===== config.mk =====
export PLATFORM = sky130hd
export DESIGN_NAME = rr_arbiter_10
export DESIGN_NICKNAME = d
export VERILOG_FILES = /design/src/rtl/rr_arbiter_10.sv
export SDC_FILE = /design/constraint.sdc
export NUM_CORES = 1
export LEC_CHECK = 0
export ABC_AREA = 1
export CORE_MARGIN = 1.5
export CORE_UTILIZATION = 65
export CTS_CLUSTER_SIZE = 16
export DETAILED_ROUTE_END_ITERATION = 16
export PLACE_DENSITY = 0.88
export SLEW_MARGIN = 20
export SYNTH_ARGS = -nofsm -noshare
export SYNTH_HDL_FRONTEND = slang
export SYNTH_SLANG_ARGS = --single-unit

===== constraint.sdc =====
create_clock -name clk -period 7.3 [get_ports clk]
set_input_delay 0.73 -clock clk [delete_from_list [all_inputs] [get_ports clk]]
set_output_delay 0.73 -clock clk [all_outputs]
set_load 0.05 [all_outputs]

===== src/rtl/rr_arbiter_10.sv =====
// Round-robin arbiter: ten requesters share one resource. Grant is registered and one-hot, with a 4-bit index.
// Latency: a request sampled in IDLE is granted after the next edge. Each release is followed by one idle turnaround cycle.
// Backpressure: none. A holder keeps the grant while its request stays high, up to MAX_HOLD cycles when HOLD_EN=1.
module rr_arbiter_10 #(
  parameter int MAX_HOLD = 8,
  parameter bit HOLD_EN  = 1'b1
) (
  input  logic       clk,
  input  logic       rst,
  input  logic [9:0] req,
  output logic [9:0] grant,
  output logic [3:0] grant_id,
  output logic       grant_valid
);

  typedef enum logic {IDLE, GRANT} state_t;

  state_t     state;
  logic [3:0] ptr;
  logic [3:0] hold_cnt;
  logic       win_found;
  logic [3:0] win_id;
  logic [4:0] idx;
  logic       release_now;

  // First set request at or above ptr, wrapping 9 -> 0.
  always_comb begin
    win_found = 1'b0;
    win_id    = 4'd0;
    idx       = 5'd0;
    for (int i = 0; i < 10; i++) begin
      idx = {1'b0, ptr} + 5'(i);
      if (idx >= 5'd10) idx = idx - 5'd10;
      if (!win_found && req[idx[3:0]]) begin
        win_found = 1'b1;
        win_id    = idx[3:0];
      end
    end
  end

  // The holder's request bit is found by masking req with the one-hot grant.
  assign release_now = ((req & grant) == 10'd0) ||
                       ((HOLD_EN == 1'b1) && (hold_cnt == 4'(MAX_HOLD - 1)));

  always_ff @(posedge clk) begin
    if (rst) begin
      state       <= IDLE;
      ptr         <= 4'd0;
      hold_cnt    <= 4'd0;
      grant       <= 10'd0;
      grant_id    <= 4'hF;
      grant_valid <= 1'b0;
    end else begin
      case (state)
        IDLE: begin
          if (win_found) begin
            state       <= GRANT;
            grant       <= 10'd1 << win_id;
            grant_id    <= win_id;
            grant_valid <= 1'b1;
            hold_cnt    <= 4'd0;
            ptr         <= (win_id == 4'd9) ? 4'd0 : win_id + 4'd1;
          end
        end
        GRANT: begin
          if (release_now) begin
            state       <= IDLE;
            grant       <= 10'd0;
            grant_id    <= 4'hF;
            grant_valid <= 1'b0;
          end else if (hold_cnt != 4'hF) begin
            hold_cnt <= hold_cnt + 4'd1;
          end
        end
        default: state <= IDLE;
      endcase
    end
  end

endmodule

==> results.sh, run 1 <==
export IMPL_setup_tns_ns=0
export IMPL_cts_inserted_buffers=3
export IMPL_coreArea_um2=5070
export IMPL_yosys_warnings=0
export IMPL_drive_gt1_share_pct=12.0
export IMPL_via_count=3896
export IMPL_syn2layout_area_growth_pct=10.7
export IMPL_fin_crit_ns=4.96
export IMPL_async_reset_ff_share_pct=0
export IMPL_grt_pass1_vias=3401
export IMPL_setup_violations=0
export IMPL_numClockSinks=24
export IMPL_hp_start="grant_valid$_SDFFE_PP0P_"
export IMPL_start_util_pct=66.9
export IMPL_synth_nets=598
export IMPL_slew_violations=0
export IMPL_first_pass_iters=6
export IMPL_reg2reg_from="ptr[1]$_SDFFE_PP0P_"
export IMPL_cts_tree="built"
export IMPL_finalCritPeriodShare_pct=68.0
export IMPL_timing_max_cap_violations=0
export IMPL_status="complete, no violations"
export IMPL_port_buffers=26
export IMPL_rows=26
export IMPL_io_pins=27
export IMPL_layout_common_cells="nand2_1, nand3_1, inv_1"
export IMPL_seq_area_um2=480
export IMPL_die_w_um=75.3
export IMPL_worstSetupEndpoint="grant_id[1]$_SDFFE_PP1P_"
export IMPL_path_class="flop to flop"
export IMPL_cts_resized=0
export IMPL_worstMarginPinSlew_ns=0.784
export IMPL_synth_distinct_cells=49
export IMPL_multi_input_area_um2=2560
export IMPL_grt_max_degree=24
export IMPL_hold_viol_final=0
export IMPL_r2r_cells=17
export IMPL_max_freq_mhz=201
export IMPL_crit_start="ptr[1]$_SDFFE_PP0P_"
export IMPL_drtAntennaViolNets=0
export IMPL_nNetsFinal=623
export IMPL_clk_latency_ns=0.27
export IMPL_cts_htree_levels=1
export IMPL_drt_iter0_drc=392
export IMPL_die_y_um=75.3
export IMPL_syn_inst=560
export IMPL_synth_flop_cell="dfxtp_1"
export IMPL_crit_arrival_ns=5.12
export IMPL_critPathMaxFanout=15
export IMPL_grtUsageTotal_pct=36.1
export IMPL_maxSlewHeadroom_pct=47.1
export IMPL_synth_seq_area_share_pct=14.1
export IMPL_final_common_cell="nand2_1"
export IMPL_cts_buffer_depth=2
export IMPL_postCtsHoldBufs=0
export IMPL_r2r_setup_slack_ns=2.34
export IMPL_cts_root_buffer="clkbuf_8"
export IMPL_netlist_area_um2=3400
export IMPL_layout_setup_ws_ns=2.34
export IMPL_fin_skew_ns=0.00482
export IMPL_cts_reportedPaths_clkPinSlew_ns=0.08
export IMPL_routed_wirelength_um=10300
export IMPL_final_fill_count=412
export IMPL_cp_required_ns=7.45
export IMPL_synth_seq_cells=24
export IMPL_synth_avg_cell_area_um2=6.07
export IMPL_synth_edf_count=0
export IMPL_rsz0062_at_grt="false"
export IMPL_pre_cts_ws_ns=2.48
export IMPL_critPathLaunchType="flop"
export IMPL_hp_class="flop to flop"
export IMPL_r2r_end="grant_id[1]$_SDFFE_PP1P_"
export IMPL_routedWlPerCell_um=15.7
export IMPL_antenna_found_initial=0
export IMPL_cp_end_kind="flop"
export IMPL_vias_per_cell=5.96
export IMPL_hpwl_um=8140
export IMPL_fp_dieArea_um2=5670
export IMPL_finalWeightedCongestion=0.983
export IMPL_grt_overflow_total=0
export IMPL_cts_setup_buffers=0
export IMPL_drcViolationCount=0
export IMPL_grt_pass1_wl_um=15600
export IMPL_utilization_pct=74.1
export IMPL_diodes=0
## metal layers
layer	global-route usage [%]	up-vias	part of all wire [%]
met3	3.17	45	6.6
met5	0	-	0
met4	23.2	0	5.9
li1	-	1897	-
met2	62.4	203	48
met1	42.8	1751	39
## layout make-up
cell class,count,area share [%]
Multi-Input combinational cell,453,68.2
Sequential cell,24,12.8
Inverter,76,7.72
Timing Repair Buffer,27,7.12
Tap cell,70,2.33
Clock buffer,3,1.10
Clock inverter,1,0.799
## worst min-delay path by stage
stage / endpoint / slack [ns] / cells after the start
global route: grant[5]$_SDFFE_PP0P_ / 0.51 / 2
CTS: grant_valid$_SDFFE_PP0P_ / 0.47 / 2
floorplan: hold_cnt[2]$_SDFFE_PP0P_ / 0.44 / 2
finish: grant_valid$_SDFFE_PP0P_ / 0.47 / 2
global placement: grant_id[0]$_SDFFE_PP1P_ / 0.45 / 2
detailed placement: grant_valid$_SDFFE_PP0P_ / 0.46 / 2
## critical path, cell delays in order (launching register included)
cell and delay (ns):
dfxtp_1 0.74, clkinv_1 0.55, ha_1 0.61, inv_2 0.15, ha_1 0.27, xor2_1 0.18, a21oi_1 0.35, inv_1 0.16
nand2_2 0.14, nand4_4 0.11, nor2_4 0.17, nand4_4 0.14, nor2_8 0.17, nand3_2 0.12, o21ai_2 0.45, inv_1 0.19
o22ai_1 0.23, nand2_1 0.10
## registers in the layout, indices dropped and copies added (netlist names)
name,count
ptr,4
grant_id,4
hold_cnt,4
grant_valid,1
grant,10
state,1
## metrics by stage
stage,cells,hold slack (ns),cell area (um2)
after floorplan,560,0.440,3400
after global placement,650,0.454,3690
after detailed placement,650,0.461,3690
after CTS,654,0.469,3760
after global routing,654,0.509,3760
final,654,0.470,3760
## synthesized netlist by cell type, types with 4 or more instances
cell type  instances  area [um2]
a21oi_1           20         100
buf_6              4        45.0
dfxtp_1           24         480
ha_1              25         313
inv_1             60         225
inv_2             13        48.8
nand2_1          164         616
nand2_2           17         106
nand3_1           69         345
nand3b_1           4        30.0
nand4_1           18         113
nor2_1            35         131
nor2_2             7        43.8
o21ai_0           16        80.1
o21ai_1           15        75.1
o21ai_2            4        35.0
o22ai_1            4        25.0
xor2_1             8        70.1
## cells by family (layout without fill, tap and decap cells)
kind of cell             count (synthesis)  after routing  synth area share, %
AO/OA/AOI/OAI                           77             77                 13.7
XOR/XNOR                                12             12                 3.54
adder cells (fa/ha/maj)                 26             26                 9.80
buffers and inverters                   83            107                 10.4
flip-flops                              24             24                 14.1
multiplexers                             3              3                0.884
AND/OR/NAND/NOR                        335            335                 47.6
Power of run 1 is not shown: default switching activity piles up to over one toggle a cycle in this logic, so the estimate is an artifact.
==> run 2, diff against run 1 <==
--- a/config.mk
+++ b/config.mk
@@ -7,10 +7,10 @@
 export LEC_CHECK = 0
 export ABC_AREA = 1
 export CORE_MARGIN = 1.5
-export CORE_UTILIZATION = 65
+export CORE_UTILIZATION = 54
 export CTS_CLUSTER_SIZE = 16
 export DETAILED_ROUTE_END_ITERATION = 16
-export PLACE_DENSITY = 0.88
+export PLACE_DENSITY = 0.78
 export SLEW_MARGIN = 20
 export SYNTH_ARGS = -nofsm -noshare
 export SYNTH_HDL_FRONTEND = slang
==> constraint.sdc (replaced) <==
create_clock -name clk -period 4.05 [get_ports clk]
set_input_delay 0.405 -clock clk [delete_from_list [all_inputs] [get_ports clk]]
set_output_delay 0.405 -clock clk [all_outputs]
set_load 0.05 [all_outputs]
==> run 2 against run 1 <==
Net effect: design area up 6.2%; critical path depth up 8; sequential share of layout area down 0.47 points; hold slack better by 0.0014 ns; utilization down 7.4 points; flip-flop and latch count unchanged; non-clock buffer count up 16; register-to-register slack worse by 2.1 ns; cell count up 3.2%; critical path type unchanged.
==> results.sh, run 2 (synthesized netlist as in run 1, its figures left out) <==
export IMPL_hp_class="flop to flop"
export IMPL_fin_skew_ns=0.00654
export IMPL_cts_inserted_buffers=3
export IMPL_cts_htree_levels=1
export IMPL_antenna_found_initial=0
export IMPL_io_pins=27
export IMPL_hp_start="grant_valid$_SDFFE_PP0P_"
export IMPL_worstMarginPinSlew_ns=0.612
export IMPL_die_w_um=82.3
export IMPL_path_class="flop to flop"
export IMPL_cts_reportedPaths_clkPinSlew_ns=0.09
export IMPL_setup_violations=0
export IMPL_reg2reg_from="ptr[1]$_SDFFE_PP0P_"
export IMPL_coreArea_um2=5990
export IMPL_cp_required_ns=4.22
export IMPL_drtAntennaViolNets=0
export IMPL_via_count=3853
export IMPL_port_buffers=26
export IMPL_grt_max_degree=17
export IMPL_hold_viol_final=0
export IMPL_grtUsageTotal_pct=30.6
export IMPL_diodes=0
export IMPL_vias_per_cell=5.71
export IMPL_finalWeightedCongestion=1.04
export IMPL_finalCritPeriodShare_pct=94.9
export IMPL_crit_slowest_cell="dfxtp_4"
export IMPL_drt_iter0_drc=304
export IMPL_slowest_delay_ns=0.37
export IMPL_cts_buffer_depth=2
export IMPL_routed_wirelength_um=10400
export IMPL_start_util_pct=56.7
export IMPL_crit_start="ptr[1]$_SDFFE_PP0P_"
export IMPL_max_freq_mhz=260
export IMPL_drive_gt1_share_pct=17.2
export IMPL_cp_end_kind="flop"
export IMPL_routedWlPerCell_um=15.4
export IMPL_holdWs_ns=0.472
export IMPL_critPathMaxFanout=10
export IMPL_timing_max_cap_violations=0
export IMPL_largest_register_ffs=10
export IMPL_drcViolationCount=0
export IMPL_grt_pass1_vias=3343
export IMPL_nNetsFinal=639
export IMPL_crit_arrival_ns=4.01
export IMPL_slew_violations=0
export IMPL_first_pass_iters=5
export IMPL_hpwl_um=8360
export IMPL_syn2layout_area_growth_pct=17.6
export IMPL_fp_dieArea_um2=6780
export IMPL_clk_latency_ns=0.27
export IMPL_die_y_um=82.3
export IMPL_rows=28
export IMPL_grt_overflow_total=0
export IMPL_numClockSinks=24
export IMPL_cts_tree="built"
export IMPL_cts_root_buffer="clkbuf_8"
export IMPL_fin_crit_ns=3.84
export IMPL_cpMostUsedCell="nand2_1"
export IMPL_status="complete, no violations"
export IMPL_top_register="grant"
export IMPL_critPathLaunchType="flop"
export IMPL_grt_pass1_wl_um=16100
export IMPL_maxSlewHeadroom_pct=59.1
export IMPL_layout_common_cells="nand2_1, nand3_1, inv_1"
export IMPL_final_common_cell="nand2_1"
## run 2: cell type report
cell class              count  area, um2
well taps                  75       93.8
multi-input cells         453       2650
clock buffers               3       41.3
flip-flops and latches     24        492
fillers                   559       2000
inverters                  76        298
repair buffers             43        392
clock inverters             1       30.0
## run 2: worst max-delay path, delay by kind of cell, from the launching register on
kind | cells | cell delay, ns
buf+inv | 6 | 0.54
flops | 1 | 0.37
compound gates | 4 | 0.69
fa+ha+maj | 3 | 0.75
simple gates | 12 | 1.41
## run 2: metrics by stage
stage	setup slack, ns	area, um2	utilization (%)	instances	setup TNS [ns]
6_report	0.206	3990	66.7	675	0
4_1_cts	0.0942	3880	64.8	673	0
5_1_grt	-0.0254	3990	66.7	675	-0.0461
2_1_floorplan	0.201	3400	-	560	0
3_3_place_gp	-0.0860	3800	63.4	669	-0.134
3_5_place_dp	-0.131	3800	63.4	669	-0.253
## run 2: metal layers
metal	wire (um)	GRT usage [%]	part of all wire (%)
met1	4770	44.9	46
met2	4570	47.5	44
met3	867	4.18	8.4
met4	160	5.93	1.5
met5	0	0	0
## run 2: repair_timing
item,in CTS,in global routing
endpoints found under the setup margin,7,18
hold endpoints to repair,0,0
hold buffers,0,0
pin swaps,0,5
resized for setup,2,27
buffers inserted,0,2
## run 2: final timing paths
path	end	slack (ns)	depth (start not counted)
max	ptr[2]$_SDFFE_PP0P_	0.21	25
min	grant_valid$_SDFFE_PP0P_	0.47	2
max reg2reg	ptr[2]$_SDFFE_PP0P_	0.21	25
min reg2reg	grant_valid$_SDFFE_PP0P_	0.47	2
Power of run 2 is left out for the same reason.
==> run 3, diff against run 2 <==
--- a/config.mk
+++ b/config.mk
@@ -10,6 +10,7 @@
 export CORE_UTILIZATION = 54
 export CTS_CLUSTER_SIZE = 16
 export DETAILED_ROUTE_END_ITERATION = 16
+export GPL_TIMING_DRIVEN = 1
 export PLACE_DENSITY = 0.78
 export SLEW_MARGIN = 20
 export SYNTH_ARGS = -nofsm -noshare
==> results of run 3 <==
The final DEF is identical to that of run 2; final timing and power are the same.
Power of run 3 is left out for the same reason.
